==> config.mk <==
export PLATFORM = sky130hd
export DESIGN_NAME = regfile_sb_flat
export DESIGN_NICKNAME = d
export VERILOG_FILES = /design/src/rtl/core_pkg.sv /design/src/rtl/regfile_sb_if.sv /design/src/rtl/regfile_sb_scoreboard.sv /design/src/rtl/regfile_sb.sv /design/src/flat_wrapper.sv
export SDC_FILE = /design/constraint.sdc
export NUM_CORES = 1
export LEC_CHECK = 0
export CAP_MARGIN = 15
export CELL_PAD_IN_SITES_DETAIL_PLACEMENT = 0
export CELL_PAD_IN_SITES_GLOBAL_PLACEMENT = 1
export CORE_MARGIN = 2
export CORE_UTILIZATION = 50
export DETAILED_ROUTE_END_ITERATION = 6
export HOLD_SLACK_MARGIN = 0.15
export PLACE_DENSITY_LB_ADDON = 0.1
export SYNTH_ARGS = -nofsm -noshare
export SYNTH_HDL_FRONTEND = slang
export SYNTH_SLANG_ARGS = --single-unit
==> constraint.sdc <==
create_clock -name clk -period 4.4 [get_ports clk]
set_input_delay 0.88 -clock clk [delete_from_list [all_inputs] [get_ports clk]]
set_output_delay 0.88 -clock clk [all_outputs]
set_load 0.05 [all_outputs]
==> src/rtl/core_pkg.sv <==
// Shared core package: default widths and register-file controller state encodings.
// Exports:
//   XLEN_DEF, NREGS_DEF  default data width and register count
//   rf_state_t           state type of the register-file clear/run controller
//   RF_CLEAR, RF_RUN     state constants (clear engine active / normal operation)
package core_pkg;

  localparam int unsigned XLEN_DEF  = 32;
  localparam int unsigned NREGS_DEF = 16;

  typedef logic [0:0] rf_state_t;

  localparam rf_state_t RF_CLEAR = 1'b0;
  localparam rf_state_t RF_RUN   = 1'b1;

endpackage

==> src/rtl/regfile_sb_if.sv <==
// Decode/writeback bundle of the scoreboarded register file.
// master: pipeline side (drives writeback, read indices, issue; sees read data and status).
// slave : register file side.
//   wb_en, wb_mreg, wb_wn, mem_data, alu_result  writeback request and its two data sources
//   rn1, rn2 / rd1, rd2                          read indices / read data
//   iss_en, iss_wn                               issue of an instruction with a destination
//   pend1, pend2                                 scoreboard status of rn1 / rn2
//   dbg_rd                                       debug tap contents
//   ready                                        low while the clear engine runs
interface regfile_sb_if #(
  parameter int unsigned XLEN = 32,
  parameter int unsigned AW   = 4
);

  logic            wb_en;
  logic            wb_mreg;
  logic [AW-1:0]   wb_wn;
  logic [XLEN-1:0] mem_data;
  logic [XLEN-1:0] alu_result;
  logic [AW-1:0]   rn1;
  logic [AW-1:0]   rn2;
  logic [XLEN-1:0] rd1;
  logic [XLEN-1:0] rd2;
  logic            iss_en;
  logic [AW-1:0]   iss_wn;
  logic            pend1;
  logic            pend2;
  logic [XLEN-1:0] dbg_rd;
  logic            ready;

  modport master (
    output wb_en, wb_mreg, wb_wn, mem_data, alu_result, rn1, rn2, iss_en, iss_wn,
    input  rd1, rd2, pend1, pend2, dbg_rd, ready
  );

  modport slave (
    input  wb_en, wb_mreg, wb_wn, mem_data, alu_result, rn1, rn2, iss_en, iss_wn,
    output rd1, rd2, pend1, pend2, dbg_rd, ready
  );

endinterface

==> src/rtl/regfile_sb_scoreboard.sv <==
// Pending-write scoreboard: one bit per register, set on issue, cleared on writeback.
// Ports:
//   clk, rst          clock, asynchronous active-high reset (clears every bit)
//   set_en, set_idx   mark a register as having an outstanding write
//   clr_en, clr_idx   writeback completing for a register
//   rn1, rn2          lookup indices
//   pend1, pend2      pending status; a write completing this cycle already counts as done
module rf_scoreboard #(
  parameter int unsigned NREGS = 16,
  parameter int unsigned AW    = 4
) (
  input  logic          clk,
  input  logic          rst,
  input  logic          set_en,
  input  logic [AW-1:0] set_idx,
  input  logic          clr_en,
  input  logic [AW-1:0] clr_idx,
  input  logic [AW-1:0] rn1,
  input  logic [AW-1:0] rn2,
  output logic          pend1,
  output logic          pend2
);

  logic [NREGS-1:0] sb_q, sb_d;

  // Set is applied last so a newer issue to the same register stays outstanding.
  always_comb begin
    sb_d = sb_q;
    if (clr_en) sb_d[clr_idx] = 1'b0;
    if (set_en) sb_d[set_idx] = 1'b1;
  end

  always_ff @(posedge clk or posedge rst) begin
    if (rst) sb_q <= '0;
    else     sb_q <= sb_d;
  end

  always_comb begin
    pend1 = sb_q[rn1] & ~(clr_en & (clr_idx == rn1));
    pend2 = sb_q[rn2] & ~(clr_en & (clr_idx == rn2));
  end

endmodule

==> src/rtl/regfile_sb.sv <==
// Parametrised register file with writeback mux, write-to-read bypass, pending-write
// scoreboard, post-reset clear engine and a debug tap on one register.
// Ports:
//   clk   clock, all state updates on posedge
//   rst   asynchronous active-high reset; restarts the clear engine
//   bus   regfile_sb_if.slave: writeback, reads, issue, pending, debug tap, ready
module regfile_sb
  import core_pkg::*;
#(
  parameter int unsigned XLEN    = XLEN_DEF,
  parameter int unsigned NREGS   = NREGS_DEF,
  parameter int unsigned ZERO_R0 = 1,
  parameter int unsigned DBG_IDX = 4
) (
  input  logic      clk,
  input  logic      rst,
  regfile_sb_if.slave bus
);

  localparam int unsigned   AW     = $clog2(NREGS);
  localparam logic          ZeroR0 = (ZERO_R0 != 0);
  localparam logic [AW-1:0] DbgSel = AW'(DBG_IDX);
  localparam logic [AW-1:0] LastIx = AW'(NREGS - 1);

  rf_state_t       state_q;
  logic [AW-1:0]   clr_idx_q;
  logic [XLEN-1:0] mem [NREGS];
  logic            ready;
  logic            we;
  logic            set_en;
  logic [XLEN-1:0] wd;

  // Clear engine: one register zeroed per cycle after reset release.
  always_ff @(posedge clk or posedge rst) begin
    if (rst) begin
      state_q   <= RF_CLEAR;
      clr_idx_q <= '0;
    end else if (state_q == RF_CLEAR) begin
      clr_idx_q <= clr_idx_q + 1'b1;
      if (clr_idx_q == LastIx) state_q <= RF_RUN;
    end
  end

  always_comb begin
    ready  = (state_q == RF_RUN);
    wd     = bus.wb_mreg ? bus.mem_data : bus.alu_result;
    we     = ready & bus.wb_en & ~(ZeroR0 & (bus.wb_wn == '0));
    set_en = ready & bus.iss_en & ~(ZeroR0 & (bus.iss_wn == '0));
  end

  // Storage has no reset; the clear engine provides the zero state.
  always_ff @(posedge clk) begin
    if (state_q == RF_CLEAR) mem[clr_idx_q] <= '0;
    else if (we)             mem[bus.wb_wn] <= wd;
  end

  always_comb begin
    bus.ready  = ready;
    bus.rd1    = '0;
    bus.rd2    = '0;
    bus.dbg_rd = '0;
    if (ready) begin
      if (!(ZeroR0 && (bus.rn1 == '0))) begin
        bus.rd1 = (we && (bus.wb_wn == bus.rn1)) ? wd : mem[bus.rn1];
      end
      if (!(ZeroR0 && (bus.rn2 == '0))) begin
        bus.rd2 = (we && (bus.wb_wn == bus.rn2)) ? wd : mem[bus.rn2];
      end
      bus.dbg_rd = mem[DbgSel];
    end
  end

  rf_scoreboard #(
    .NREGS (NREGS),
    .AW    (AW)
  ) u_scoreboard (
    .clk     (clk),
    .rst     (rst),
    .set_en  (set_en),
    .set_idx (bus.iss_wn),
    .clr_en  (we),
    .clr_idx (bus.wb_wn),
    .rn1     (bus.rn1),
    .rn2     (bus.rn2),
    .pend1   (bus.pend1),
    .pend2   (bus.pend2)
  );

endmodule

==> src/flat_wrapper.sv <==
// flat-port wrapper written by rule: the top's interface ports become plain ports
module regfile_sb_flat import core_pkg::*;
#(
  parameter int unsigned XLEN    = XLEN_DEF,
  parameter int unsigned NREGS   = NREGS_DEF,
  parameter int unsigned ZERO_R0 = 1,
  parameter int unsigned DBG_IDX = 4
)
  (clk, rst, bus_wb_en, bus_wb_mreg, bus_wb_wn, bus_mem_data, bus_alu_result, bus_rn1, bus_rn2, bus_iss_en, bus_iss_wn, bus_rd1, bus_rd2, bus_pend1, bus_pend2, bus_dbg_rd, bus_ready);
  regfile_sb_if #(.XLEN(XLEN), .AW((4))) bus_i ();
  input  logic clk;
  input  logic rst;
  input wire logic [$bits(bus_i.wb_en)-1:0] bus_wb_en;
  input wire logic [$bits(bus_i.wb_mreg)-1:0] bus_wb_mreg;
  input wire logic [$bits(bus_i.wb_wn)-1:0] bus_wb_wn;
  input wire logic [$bits(bus_i.mem_data)-1:0] bus_mem_data;
  input wire logic [$bits(bus_i.alu_result)-1:0] bus_alu_result;
  input wire logic [$bits(bus_i.rn1)-1:0] bus_rn1;
  input wire logic [$bits(bus_i.rn2)-1:0] bus_rn2;
  input wire logic [$bits(bus_i.iss_en)-1:0] bus_iss_en;
  input wire logic [$bits(bus_i.iss_wn)-1:0] bus_iss_wn;
  output wire logic [$bits(bus_i.rd1)-1:0] bus_rd1;
  output wire logic [$bits(bus_i.rd2)-1:0] bus_rd2;
  output wire logic [$bits(bus_i.pend1)-1:0] bus_pend1;
  output wire logic [$bits(bus_i.pend2)-1:0] bus_pend2;
  output wire logic [$bits(bus_i.dbg_rd)-1:0] bus_dbg_rd;
  output wire logic [$bits(bus_i.ready)-1:0] bus_ready;
  assign bus_i.wb_en = bus_wb_en;
  assign bus_i.wb_mreg = bus_wb_mreg;
  assign bus_i.wb_wn = bus_wb_wn;
  assign bus_i.mem_data = bus_mem_data;
  assign bus_i.alu_result = bus_alu_result;
  assign bus_i.rn1 = bus_rn1;
  assign bus_i.rn2 = bus_rn2;
  assign bus_i.iss_en = bus_iss_en;
  assign bus_i.iss_wn = bus_iss_wn;
  assign bus_rd1 = bus_i.rd1;
  assign bus_rd2 = bus_i.rd2;
  assign bus_pend1 = bus_i.pend1;
  assign bus_pend2 = bus_i.pend2;
  assign bus_dbg_rd = bus_i.dbg_rd;
  assign bus_ready = bus_i.ready;
  regfile_sb #(.XLEN(XLEN), .NREGS(NREGS), .ZERO_R0(ZERO_R0), .DBG_IDX(DBG_IDX)) u_core (.clk(clk), .rst(rst), .bus(bus_i));
endmodule
# Yosys cells after proc, flatten, opt, wreduce, memory -nomap -nowiden
# Memories as Yosys holds them, arrays and structs flattened.
# Index checks and enable logic that the tools add are counted.
# W data, S select, Z words.
dict set report totals {
  reg_bits 21
  ramBits 512
  inputBits 85
  out_inout_bits 99
  wordCells 65
  mem_count 1
}
# name words word_bits rd rd_ports_with_merged_regs wr line_no
set mem_list {}
lappend mem_list {u_core.mem 16 32 3 0 1 regfile_sb.sv:27} ;# logic [XLEN-1:0] mem [NREGS];
dict set report classes {
  addsub 1
  order_cmp 6
  eq_ne 3
  n_mux 27
  bitwise_logic 15
  reduce_logical 9
}
# op n
set ops {}
lappend ops {{$mux W32} 9}
lappend ops {{$mux W16} 2}
lappend ops {{$reduce_or A32 Y1} 1}
lappend ops {{$lt A4 B5 Y1 const B} 4}
lappend ops {{$and A16 B16 Y16} 1}
lappend ops {{$logic_not A4 Y1} 4}
lappend ops {{$not A16 Y16} 1}
lappend ops {{$or A16 B16 Y16} 1}
lappend ops {{$mux W1} 11}
lappend ops {{$and A1 B1 Y1} 8}
lappend ops {{$bmux W1 S4} 2}
lappend ops {{$demux W1 S4} 2}
lappend ops {{$eq A4 B4 Y1} 2}
lappend ops {{$ge A4 B1 Y1 const B} 2}
lappend ops {{$add A4 B1 Y4 const B} 1}
lappend ops {{$eq A4 B4 Y1 const B} 1}
lappend ops {{$logic_and A1 B1 Y1} 4}
lappend ops {{$mux W4} 1}
lappend ops {{$not A1 Y1} 4}

# Longest topological paths before layout
dict set report logic_depth {
  depth_word 9
  depth_mapped 7
  depth_no_buf 4
}

# Modules after synthesis
# A second synthesis with hierarchy kept.
dict set report hier_totals {
  cells_unflattened 1430
  area_unflattened_um2 25924.9
}
# mod instances cells_per_inst area_per_inst_um2 seq_area_each_um2
set by_module_without_submodules {}
lappend by_module_without_submodules {regfile_sb 1 1327 24830.1 15499.9}
lappend by_module_without_submodules {rf_scoreboard 1 103 1094.8 400.4}

# Worst setup path before layout
# Ideal clock, no wire load.
dict set report synth_timing {
  path_type {in2reg}
  start {in bus_wb_wn[0]}
  end {mem u_core.mem[1][0] (enable)}
  setup_time_ns 0.421
  t_arrival_ns 3.317
  required_time_ns 3.979
  path_slack_ns 0.662
  cell_stages 5
  path_buffers 1
  path_cell_list {buf_2 -> o41a_1 -> a211oi_1 -> o21ai_0 -> nor2_1}
}
dict set report synth_between {
  elab_chain_len 8
  word_cells_on_any_way 9
  cone_classes {5 x mux; 2 x bitwise; 2 x reduce/logical}
}
# item line_no
set synth_rtl {}
lappend synth_rtl {{start: declaration} flat_wrapper.sv:15} ;# input wire logic [$bits(bus_i.wb_wn)-1:0] bus_wb_wn;
lappend synth_rtl {{$logic_not A4 Y1} regfile_sb.sv:47} ;# we = ready & bus.wb_en & ~(ZeroR0 & (bus.wb_wn == '0));
lappend synth_rtl {{$not A1 Y1} regfile_sb.sv:47}
lappend synth_rtl {{$and A1 B1 Y1} regfile_sb.sv:47}
lappend synth_rtl {{$mux W1} regfile_sb.sv:54} ;# else if (we) mem[bus.wb_wn] <= wd;
lappend synth_rtl {{$mux W1} regfile_sb.sv:53} ;# if (state_q == RF_CLEAR) mem[clr_idx_q] <= '0;
lappend synth_rtl {{$mux W1 (implied by the code)} regfile_sb.sv:54}
lappend synth_rtl {{$reduce_or A32 Y1 (no line)} n/a}
lappend synth_rtl {{$mux W4 (no line) or $mux W1 (tied branches)} n/a}
lappend synth_rtl {{end: declaration} regfile_sb.sv:27}
# Several ways; a longest one is shown, not always the timed one.

# Worst setup path in the final report
dict set report layout_timing {
  start {in bus_wb_wn[0]}
  end {out bus_rd2[16]}
}
dict set report layout_between {
  elab_chain_len 7
  word_cells_on_any_way 8
  cone_classes {1 x eq/ne; 3 x mux; 2 x bitwise; 2 x reduce/logical}
}
# item line_no
set layout_rtl {}
lappend layout_rtl {{$logic_not A4 Y1} regfile_sb.sv:47}
lappend layout_rtl {{$not A1 Y1} regfile_sb.sv:47}
lappend layout_rtl {{$and A1 B1 Y1} regfile_sb.sv:47}
lappend layout_rtl {{$logic_and A1 B1 Y1 (*)} regfile_sb.sv:67} ;# bus.rd2 = (we && (bus.wb_wn == bus.rn2)) ? wd : mem[bus.rn2];
lappend layout_rtl {{$mux W32 (*)} regfile_sb.sv:67}
lappend layout_rtl {{$mux W32 (*)} regfile_sb.sv:66} ;# if (!(ZeroR0 && (bus.rn2 == '0))) begin
lappend layout_rtl {{$mux W32 (*)} regfile_sb.sv:62} ;# if (ready) begin
lappend layout_rtl {{end: declaration} flat_wrapper.sv:23} ;# output wire logic [$bits(bus_i.rd2)-1:0] bus_rd2;
# Mark *: on every way between the ends. The rest lies on a longest branch, timed or not.

==> impl.org <==
** Timing
- Unrepaired setup endpoints after global routing :: false
- Fin worst setup slack :: 0.1812 ns
- Number of slew-limit violations in the final report :: 0
- Transition time at the pin with the least slew margin :: 1.078 ns
- The final critical path takes up 95.88% of the cycle.
- Setup clock skew after layout :: 0.01528 ns
- The final hold violation count is 0.
- After layout, the minimum clock period comes to 4.219 ns.
- Adding up every negative setup slack in the final design gives 0 ns.
- Headroom to the max-slew limit :: 27.97%
- Final setup fails :: 0
- Max frequency :: 237.0 MHz

** Pwr
- VDD IR-drop max :: 0.3436 mV
- For this design the ratio of total power to cell area is 367.9 mW/mm^2.
- Switch share :: 24.67%
- In this run, the clock network consumes 37.1% of the power.
- Part of the power in registers :: 49.3%
- Cell internal power was estimated by the tool at 8.669 mW.
- Combinational logic burns 13.7% of the power.
- Switching component of the power :: 2.839 mW
- Leakage dissipation :: 11.11 nW

** Worst setup path
- Worst setup startpoint :: bus_wb_wn[0]
- Of all nets on the critical path, the largest fanout is 17.
- R2R Path End :: u_core.mem[6][17]
- Slowest stage cell on the critical path :: a21oi_4
- Worst Path Class, Setup :: input pin to primary output
- For the worst flop-to-flop path, the logic depth is 7.
- Crit path top cell by count :: buf_12
- The worst setup path is captured at a primary output.
- Together, buffers and inverters on the worst path number 3.
- The setup check on the worst reg-to-reg path leaves a slack of 1.39 ns.
- Walking the worst path, the cells encountered are clkdlybuf4s50_1 -> o41ai_4 -> nor2_4 -> a21oi_4 -> buf_12 -> a22o_1 -> buf_12.
- The startpoint identified for the worst register-to-register timing path is u_core.bus.ready.
- Crit path required time :: 3.52 ns
- The most critical setup path has its endpoint at bus_rd2[16].
- Highest cell delay on the worst timing path :: 0.63 ns
- Among cell families on the critical path, the largest total delay comes from compound AO/OA/AOI/OAI gates.
- STA classifies the critical path startpoint as an input pin.
- Worst endpoint data arrival time :: 3.34 ns
- Counting buffers and inverters, the worst setup path is 7 cells deep.

** Synthesis
- The number of nets handed over by synthesis was 1498.
- The share of the Yosys chip area taken by registers is 61.49%.
- Count of cell types in the netlist :: 45
- In the synthesized netlist the async set-or-reset flop fraction comes to 3.940%.
- Count of synthesis-stage warnings from yosys :: 0
- Netlist area before placement :: 0.02586 mm^2
- Avg Cell Area, Syn :: 18.31 um^2
- Synth Instances :: 1412
- Proportion of netlist area held by the largest area contributor :: 59.46%
- Top cell type by total area after synthesis :: edfxtp_1
- Flip-flop and latch count after synthesis :: 533
- Most used flip-flop cell after synthesis :: edfxtp_1
- Yosys mapped a number of flops with a built-in enable equal to 512.
- Dominant cells by area after synthesis :: edfxtp_1, mux4_2, a22oi_1, a22o_1, dfrtp_1

** Place
- Routability-driven placement finished with a final weighted congestion of 0.8151.
- At the placement stage, the worst setup path has a slack of 0.1289 ns.
- Detailed placement HPWL :: 44240 um
- Input and output buffers added on the ports amount to 183.

** Drt
- Summed over all layers, the routed wires come to 73440 um.
- The routed layout has 15750 vias.
- Violation count after the first detailed-routing iteration :: 1750
- Dividing the detail-routed wire length by the instance count gives 31.49 um.
- Final ANT Viol Nets :: 0
- Before antenna repair, the detailed router went through 5 iterations.
- Remaining design rule violation count :: 0
- Dividing the detail-routed via count by the number of cells gives 6.753.

** Die
- Row generation in the floorplan step produced 83 rows.
- Die area :: 0.05355 mm^2
- Die height :: 231.4 um
- Once the floorplan was initialized, standard cells occupied 50.50% of the core.
- Pin placement for this block handled 184 I/O pins.
- Core Area :: 0.05120 mm^2
- Die boundary width :: 231.4 um

** Clocking
- Clock tree root buffer cell :: clkbuf_16
- Clock tree synthesis found a total of 533 sinks.
- In this run, CTS created clock tree buffers numbering 56.
- Counting along the longest clock path gives a buffer depth of 3.
- TritonCTS built the clock tree.
- For the worst-skew pair, the clock arrives at the later sink with an insertion delay of 0.62 ns.
- The H-tree was split into 2 levels.
- Number of hold buffers added after cts :: 0
- After clock tree synthesis, the clock-pin slew on the worst setup and hold paths is 0.06 ns.

** Finish
- Cells with a size suffix above 1 make up 33.54% of the layout.
- Most common cell after layout, fill and taps aside :: edfxtp_1
- Final net count :: 1693
- The library cells used most frequently in the layout, excluding fill and tap cells, are edfxtp_1, mux4_2, a22oi_1, clkdlybuf4s50_1, buf_12.
- Signed area change from the synthesized netlist to the final layout :: 20.97%
- The repair_antennas step left the layout with diodes totalling 0.

** Status
- Status :: complete, no violations

** Global routing
- Total global routing track utilization :: 27.83%
- Vias in the first global route :: 15930
- Largest net degree at the start of global routing :: 53
- Number of antenna violations at the first check in global routing :: 1
- GRT overflow :: 0
- Global-route wire length before repair :: 107700 um

** Worst hold path
- In this run the worst hold path is classified as flop to flop.

** Job
- The tool flagged a number of max-cap violations equal to 0.
per-stage QoR:
| stage | power, mW | std cells | hold slack [ns] | instance area [um^2] | util (%) |
|---|---|---|---|---|---|
| after floorplan | 6.677 | 1412 | 0.4413 | 25860 | - |
| after global placement | 7.339 | 2229 | 0.3828 | 29640 | 57.89 |
| after detailed placement | 7.352 | 2229 | 0.3966 | 29640 | 57.89 |
| after CTS | 11.57 | 2332 | 0.4097 | 31280 | 61.09 |
| after global routing | 11.84 | 2332 | 0.4238 | 31280 | 61.09 |
| final | 11.51 | 2332 | 0.4026 | 31280 | 61.09 |
routing by layer:
layer,global-route usage [%],part of all wire (%)
met5,0,0
met4,6.774,2.0
met3,4.417,8.2
met2,44.72,49
met1,40.37,41
power groups by stage:
stage                     registers, mW  clock network (mW)  logic, mW
after global routing               5.67                4.51       1.66
final                              5.67                4.26       1.57
after floorplan                    5.76                   0      0.914
after global placement             5.77                   0       1.57
after detailed placement           5.77                   0       1.58
after CTS                          5.67                4.32       1.58
repair_timing:
item / CTS / global route
endpoints found under the setup margin: 0 / 7
buffers inserted: 0 / 0
gates resized for setup: 0 / 1
synthesized netlist by cell type, types with 2 or more instances:
cell	count
a21oi_1	4
a22o_1	62
a22oi_1	127
and2_1	37
and3_1	30
buf_1	5
buf_2	35
buf_4	7
buf_6	12
clkbuf_1	68
dfrtp_1	21
edfxtp_1	512
inv_1	4
mux2_2	31
mux2i_1	2
mux4_2	266
nand2_1	73
nand2b_1	8
nand3_1	2
nand4_1	4
nand4b_1	5
nor2_1	22
nor2b_1	5
nor3_1	4
o21ai_0	33
o31a_1	4
or2_2	2
xnor2_1	3
xor2_1	8
cell families after synthesis:
| family | share of synthesized area, % |
|---|---|
| flip-flops | 61.49 |
| multiplexers | 24.60 |
| AO/OA/AOI/OAI | 7.065 |
| AND/OR/NAND/NOR | 3.890 |
| buffers and inverters | 2.536 |
| XOR/XNOR | 0.3726 |
| adder cells (fa/ha/maj) | 0.04838 |
state kept, by name (all words and copies together), names as in the netlist:
| register | flops |
|---|---|
| u_core.mem | 512 |
| u_core.u_scoreboard.sb_q | 16 |
| u_core.clr_idx_q | 4 |
| u_core.bus.ready | 1 |
area by class of cell:
type,instances,area (um^2)
tap,680,850.8
clock buffer,68,1446
clock inverter,35,191.4
fill,3649,19920
multi-input combinational,747,9489
sequential,533,15900
timing repair buffer,264,3381
inverter,5,18.77
worst min-delay path by stage:
stage / startpoint / end / slack, ns / depth (start not counted)
after floorplan: u_core.u_scoreboard.sb_q[0] / u_core.u_scoreboard.sb_q[0] / 0.44 / 1
after global placement: u_core.u_scoreboard.sb_q[0] / u_core.u_scoreboard.sb_q[0] / 0.38 / 0
after detailed placement: u_core.u_scoreboard.sb_q[0] / u_core.u_scoreboard.sb_q[0] / 0.40 / 0
after CTS: u_core.u_scoreboard.sb_q[0] / u_core.u_scoreboard.sb_q[0] / 0.41 / 0
after global routing: u_core.u_scoreboard.sb_q[0] / u_core.u_scoreboard.sb_q[0] / 0.42 / 0
final: u_core.u_scoreboard.sb_q[0] / u_core.u_scoreboard.sb_q[0] / 0.40 / 0
No activity file was read; power rests on OpenSTA's default activity.
